File: src/rtl/armleocpu_store_buffer_pkg.sv
// Shared types for the store buffer: AXI response codes, FSM states, entries.
// Entry keeps only the word address since stores are already bus-aligned.
package armleocpu_store_buffer_pkg;

  localparam logic [1:0] AXI_RESP_OKAY   = 2'b00;
  localparam logic [1:0] AXI_RESP_EXOKAY = 2'b01;
  localparam logic [1:0] AXI_RESP_SLVERR = 2'b10;
  localparam logic [1:0] AXI_RESP_DECERR = 2'b11;

  typedef enum logic [1:0] {
    STORE_BUFFER_IDLE,
    STORE_BUFFER_ISSUE,
    STORE_BUFFER_RESP
  } sb_state_t;

  typedef struct packed {
    logic [29:0] addr;
    logic [31:0] data;
    logic [3:0]  strb;
  } sb_entry_t;

endpackage

File: src/rtl/armleocpu_store_buffer_mem.sv
// Store buffer entry array: one write port, combinational head read,
// per-entry valid bits and word addresses for the load hazard compare.
module armleocpu_store_buffer_mem
  import armleocpu_store_buffer_pkg::*;
#(
  parameter int DEPTH = 2,
  localparam int PW = $clog2(DEPTH)
) (
  input  logic                   clk,
  input  logic                   rst_n,
  input  logic                   wr_en,
  input  logic [PW-1:0]          wr_ptr,
  input  sb_entry_t              wr_entry,
  input  logic                   pop,
  input  logic [PW-1:0]          rd_ptr,
  output sb_entry_t              head,
  output logic [DEPTH-1:0]       entry_valid,
  output logic [DEPTH-1:0][29:0] entry_addr
);

  sb_entry_t mem [DEPTH];

  always_ff @(posedge clk or negedge rst_n) begin
    if (!rst_n) begin
      for (int i = 0; i < DEPTH; i++) begin
        mem[i]         <= '0;
        entry_valid[i] <= 1'b0;
      end
    end else begin
      if (wr_en) begin
        mem[wr_ptr]         <= wr_entry;
        entry_valid[wr_ptr] <= 1'b1;
      end
      if (pop) begin
        entry_valid[rd_ptr] <= 1'b0;
      end
    end
  end

  assign head = mem[rd_ptr];

  always_comb begin
    entry_addr = '0;
    for (int i = 0; i < DEPTH; i++) begin
      entry_addr[i] = mem[i].addr;
    end
  end

endmodule

File: src/rtl/armleocpu_store_buffer.sv
// In-order store FIFO drained as single-outstanding AXI4-Lite writes.
// Ports: in_* store request, axi_* AW/W/B master, check_addr/pending_hit, empty, err_*.
module armleocpu_store_buffer
  import armleocpu_store_buffer_pkg::*;
#(
  parameter int DEPTH = 2
) (
  input  logic        clk,
  input  logic        rst_n,
  input  logic        in_valid,
  output logic        in_ready,
  input  logic [31:0] in_addr,
  input  logic [31:0] in_data,
  input  logic [3:0]  in_strb,
  output logic        axi_awvalid,
  input  logic        axi_awready,
  output logic [31:0] axi_awaddr,
  output logic        axi_wvalid,
  input  logic        axi_wready,
  output logic [31:0] axi_wdata,
  output logic [3:0]  axi_wstrb,
  input  logic        axi_bvalid,
  output logic        axi_bready,
  input  logic [1:0]  axi_bresp,
  input  logic [31:0] check_addr,
  output logic        pending_hit,
  output logic        empty,
  output logic        err_valid,
  output logic [31:0] err_addr
);

  localparam int PW = $clog2(DEPTH);
  localparam int CW = PW + 1;
  localparam logic [CW-1:0] FULL = CW'(DEPTH);

  sb_state_t     state, state_nxt;
  logic          aw_done, aw_done_nxt;
  logic          w_done, w_done_nxt;
  logic [CW-1:0] count;
  logic [PW-1:0] wr_ptr, rd_ptr;
  logic          push, pop;
  logic          aw_hs, w_hs, b_hs, bad_resp;
  sb_entry_t     wr_entry, head;
  logic [DEPTH-1:0]       entry_valid;
  logic [DEPTH-1:0][29:0] entry_addr;
  logic          unused_lsbs;

  assign unused_lsbs = ^{in_addr[1:0], check_addr[1:0]};

  assign in_ready = (count != FULL);
  assign empty    = (count == '0);
  assign push     = in_valid && in_ready;

  assign axi_awvalid = (state == STORE_BUFFER_ISSUE) && !aw_done;
  assign axi_wvalid  = (state == STORE_BUFFER_ISSUE) && !w_done;
  assign axi_bready  = (state == STORE_BUFFER_RESP);
  assign axi_awaddr  = {head.addr, 2'b00};
  assign axi_wdata   = head.data;
  assign axi_wstrb   = head.strb;

  assign aw_hs    = axi_awvalid && axi_awready;
  assign w_hs     = axi_wvalid && axi_wready;
  assign b_hs     = axi_bready && axi_bvalid;
  assign pop      = b_hs;
  assign bad_resp = b_hs && (axi_bresp != AXI_RESP_OKAY);

  assign wr_entry = '{addr: in_addr[31:2], data: in_data, strb: in_strb};

  armleocpu_store_buffer_mem #(
    .DEPTH(DEPTH)
  ) u_mem (
    .clk        (clk),
    .rst_n      (rst_n),
    .wr_en      (push),
    .wr_ptr     (wr_ptr),
    .wr_entry   (wr_entry),
    .pop        (pop),
    .rd_ptr     (rd_ptr),
    .head       (head),
    .entry_valid(entry_valid),
    .entry_addr (entry_addr)
  );

  always_comb begin
    state_nxt   = state;
    aw_done_nxt = aw_done;
    w_done_nxt  = w_done;
    unique case (state)
      STORE_BUFFER_IDLE: begin
        if (count != '0) state_nxt = STORE_BUFFER_ISSUE;
      end
      STORE_BUFFER_ISSUE: begin
        aw_done_nxt = aw_done || aw_hs;
        w_done_nxt  = w_done || w_hs;
        if (aw_done_nxt && w_done_nxt) begin
          state_nxt   = STORE_BUFFER_RESP;
          aw_done_nxt = 1'b0;
          w_done_nxt  = 1'b0;
        end
      end
      STORE_BUFFER_RESP: begin
        if (axi_bvalid) state_nxt = STORE_BUFFER_IDLE;
      end
      default: begin
        state_nxt = STORE_BUFFER_IDLE;
      end
    endcase
  end

  always_ff @(posedge clk or negedge rst_n) begin
    if (!rst_n) begin
      state   <= STORE_BUFFER_IDLE;
      aw_done <= 1'b0;
      w_done  <= 1'b0;
    end else begin
      state   <= state_nxt;
      aw_done <= aw_done_nxt;
      w_done  <= w_done_nxt;
    end
  end

  always_ff @(posedge clk or negedge rst_n) begin
    if (!rst_n) begin
      count  <= '0;
      wr_ptr <= '0;
      rd_ptr <= '0;
    end else begin
      if (push) wr_ptr <= wr_ptr + PW'(1);
      if (pop)  rd_ptr <= rd_ptr + PW'(1);
      if (push && !pop)      count <= count + CW'(1);
      else if (pop && !push) count <= count - CW'(1);
    end
  end

  // Head is still present in the array when the failing response arrives.
  always_ff @(posedge clk or negedge rst_n) begin
    if (!rst_n) begin
      err_valid <= 1'b0;
      err_addr  <= '0;
    end else begin
      err_valid <= bad_resp;
      if (bad_resp) err_addr <= {head.addr, 2'b00};
    end
  end

  always_comb begin
    pending_hit = 1'b0;
    for (int i = 0; i < DEPTH; i++) begin
      if (entry_valid[i] && (entry_addr[i] == check_addr[31:2]))
        pending_hit = 1'b1;
    end
  end

endmodule

File: config.mk
export PLATFORM = sky130hd
export DESIGN_NAME = armleocpu_store_buffer
export DESIGN_NICKNAME = d
export VERILOG_FILES = /design/src/rtl/armleocpu_store_buffer_pkg.sv /design/src/rtl/armleocpu_store_buffer_mem.sv /design/src/rtl/armleocpu_store_buffer.sv
export SDC_FILE = /design/constraint.sdc
export NUM_CORES = 1
export LEC_CHECK = 0
export CAP_MARGIN = 15
export CORE_MARGIN = 5
export CORE_UTILIZATION = 44
export CTS_CLUSTER_SIZE = 14
export DETAILED_ROUTE_END_ITERATION = 10
export PLACE_DENSITY = 0.76
export SLEW_MARGIN = 20
export SYNTH_ARGS = -nofsm -noshare
export SYNTH_HDL_FRONTEND = slang
export SYNTH_SLANG_ARGS = --single-unit
File: constraint.sdc
create_clock -name clk -period 1.77 [get_ports clk]
set_clock_uncertainty 0.1 [all_clocks]
set_input_delay 0.354 -clock clk [delete_from_list [all_inputs] [get_ports clk]]
set_output_delay 0.354 -clock clk [all_outputs]
set_load 0.05 [all_outputs]
==> results.toml, run 1 <==
[timing]
setup_slack_ps = -756
timing.fmax_mhz = 396
timing.setup.tns_ps = -27310
slew_violations = 0
min_period_ps = 2530
finalHoldViolCount = 0
rsz0062_at_grt = "true"
setup_viol = 68
hold_slack_ps = 288
fin_crit_sh_pct = 143

[worst_setup_path]
worstPathRequired_ps = 1320
worstPathArrival_ps = 2070
start_kind = "input port"
slowest_delay_ps = 470
critPathMaxFanout = 2
cpMaxStageDelayCell = "clkdlybuf4s50_1"
crit_path_cell_trace = "clkdlybuf4s50_1, buf_4, xor2_1, nor4_1, nand4_1, o22ai_4, buf_12"
end_kind = "primary output"
crit_type = "input port to primary output"

[finish]
final_cell_mix = "dfrtp_1 (171), mux2_2 (114), buf_4 (108)"
instances_no_fill = 1104
fill_cells = 1191
diodes = 0
nNetsFinal = 971
drive_above_1_share_pct = 55.0
area_growth_syn_to_layout_pct = 58.6
final_common_cell = "dfrtp_1"

[floorplan]
die_x_um = 146
die_h_um = 146
num_rows = 49
start_util_pct = 45.1
die_area_um2 = 21300
core_area_um2 = 18100
num_io_pins = 215

[clock_network]
clock_sinks = 173
clock_latency_ps = 430
cts_made_buffers = 17
htreeDepth = 4
cts_tree = "done"
cts.clk_slew.worst_paths_ps = 60
root_buffer = "clkbuf_16"
cts.path.max_buffers = 2

[outcome]
violations = "negative setup slack"
status = "complete, but fails checks"

[placement]
gp_congestion = 0.775
dp.cells = 1035
hpwlAfterDp_um = 15800
portBuffers = 206

[logic_synthesis]
synth_area_um2 = 8150
ys_warn_count = 0
postSynthCellCount = 549
seq_area_frac_synth_pct = 53.1
ys_ff_latch = 173
syn_area_per_cell_um2 = 14.8
ys_types = 32

[routing]
vias_per_cell = 5.12
drt_wl_total_um = 24100
remaining_drc_errors = 0
antenna_left = 0
first_pass_iters = 4
first_iter_violations = 158
wire_per_inst_um = 21.8
vias = 5649

[global_route]
grt_max_degree = 49
antenna_found_initial = 0
grt_usage_pct = 21.5
grt_first_pass_wirelength_um = 36000
first_global_vias = 6481
overflow = 0

[hold_path]
hp-class = "input port to asynchronous set/reset pin"

[run]
max-cap-violations = 0
-- cells by family (layout without fill, tap and decap cells) --
logic type	Yosys count	count (layout)	synth area share, %
buffers and inverters	31	354	3.01
flip-flops	173	173	53.1
AND/OR/NAND/NOR	44	44	3.30
XOR/XNOR	65	65	6.98
multiplexers	229	229	33.0
adder cells (fa/ha/maj)	1	1	0.153
other	1	4	0.0460
AO/OA/AOI/OAI	5	5	0.415
-- synth_stat cells --
| cell type | number | area (µm²) |
|---|---|---|
| mux2_2 | 171 | 1930 |
| conb_1 | 1 | 3.75 |
| nor2b_4 | 1 | 13.8 |
| nand4_1 | 7 | 43.8 |
| ha_1 | 1 | 12.5 |
| nand2b_4 | 1 | 13.8 |
| buf_2 | 10 | 50.1 |
| nor2_1 | 12 | 45.0 |
| or4_1 | 1 | 7.51 |
| nand3_2 | 1 | 10.0 |
| buf_6 | 9 | 101 |
| xnor2_1 | 18 | 158 |
| nand2_1 | 1 | 3.75 |
| nor2_4 | 2 | 22.5 |
| xor2_1 | 47 | 412 |
| inv_1 | 2 | 7.51 |
| nand2b_1 | 1 | 6.26 |
| dfrtp_1 | 173 | 4330 |
| clkbuf_1 | 1 | 3.75 |
| o22a_1 | 1 | 8.76 |
| nor4_1 | 10 | 62.6 |
| nand2_2 | 1 | 6.26 |
| nor2b_1 | 1 | 6.26 |
| buf_4 | 7 | 52.6 |
| a21oi_1 | 2 | 10.0 |
| mux2_4 | 29 | 435 |
| nor3b_1 | 1 | 7.51 |
| buf_8 | 2 | 30.0 |
| mux2_1 | 29 | 327 |
| o22ai_1 | 1 | 6.26 |
| nor3_1 | 4 | 20.0 |
| a32oi_1 | 1 | 8.76 |
-- metal layers --
layer,vias up,share of wire (%),wire length [µm],global-route usage [%]
li1,2560,-,-,-
met1,2868,40,9680,26.3
met2,186,50,12200,36.8
met3,35,6.8,1640,7.25
met4,0,2.6,620,5.69
met5,-,0,0,0
-- timing repair --
action	4_1_cts	5_1_grt
buffers inserted	14	11
pin swaps	10	6
resized for setup	93	47
gates cloned	8	6
endpoints found under the setup margin	70	99
endpoints found under the hold margin	26	0
hold buffers	1	0
-- worst max-delay path, delay by kind of cell --
kind                      cells  cell delay (ps)
AOI/OAI and AO/OA             1              240
xor gates and xnor gates      1              170
buffers and inverters         3              800
and+or+nand+nor               2              510
-- cell type report --
cell class	instances	area [µm²]	area share, %
Sequential cell	173	4330	33.5
Multi-Input combinational cell	348	3960	30.7
Timing Repair Buffer	320	3700	28.6
Clock buffer	17	425	3.29
Tap cell	229	287	2.22
Clock inverter	15	209	1.62
Inverter	2	7.51	0.0581
-- sequential cells by signal (all words and copies together) (netlist names) --
name / count
rd_ptr: 1
u_mem.entry_valid: 2
u_mem.entry_addr: 60
w_done: 1
aw_done: 1
wr_ptr: 1
err_valid: 1
u_mem.mem: 72
err_addr: 30
state: 2
count: 2
-- stage by stage --
step                      utilization [%]  worst slack, ps  instance area (µm²)
after floorplan                         -             -138                 8300
after global placement               62.2             -809                11200
after detailed placement             62.2             -802                11200
after CTS                            69.5             -749                12600
after global routing                 71.4             -798                12900
final                                71.4             -756                12900
-- worst paths after layout --
check	from	endpoint	slack [ps]	depth (start not counted)
max	check_addr[12]	pending_hit	-760	7
min	rst_n	u_mem.mem[83]	290	2
max reg2reg	rd_ptr	err_addr[19]	0	5
min reg2reg	u_mem.mem[75]	u_mem.mem[75]	390	1
max in group asynchronous	rst_n	err_addr[15]	690	3
min in group clk	u_mem.mem[75]	u_mem.mem[75]	390	1
Power of run 1 is not shown: default switching activity piles up to over one toggle a cycle in this logic, so the estimate is an artifact.
==> run 2, diff against run 1 <==
--- a/config.mk
+++ b/config.mk
@@ -5,6 +5,7 @@
 export SDC_FILE = /design/constraint.sdc
 export NUM_CORES = 1
 export LEC_CHECK = 0
+export ABC_CLOCK_PERIOD_IN_PS = 1770
 export CAP_MARGIN = 15
 export CORE_MARGIN = 5
 export CORE_UTILIZATION = 44
==> results of run 2 <==
No change in the layout: final DEF, timing and power equal those of run 1.
Power of run 2 is left out for the same reason.
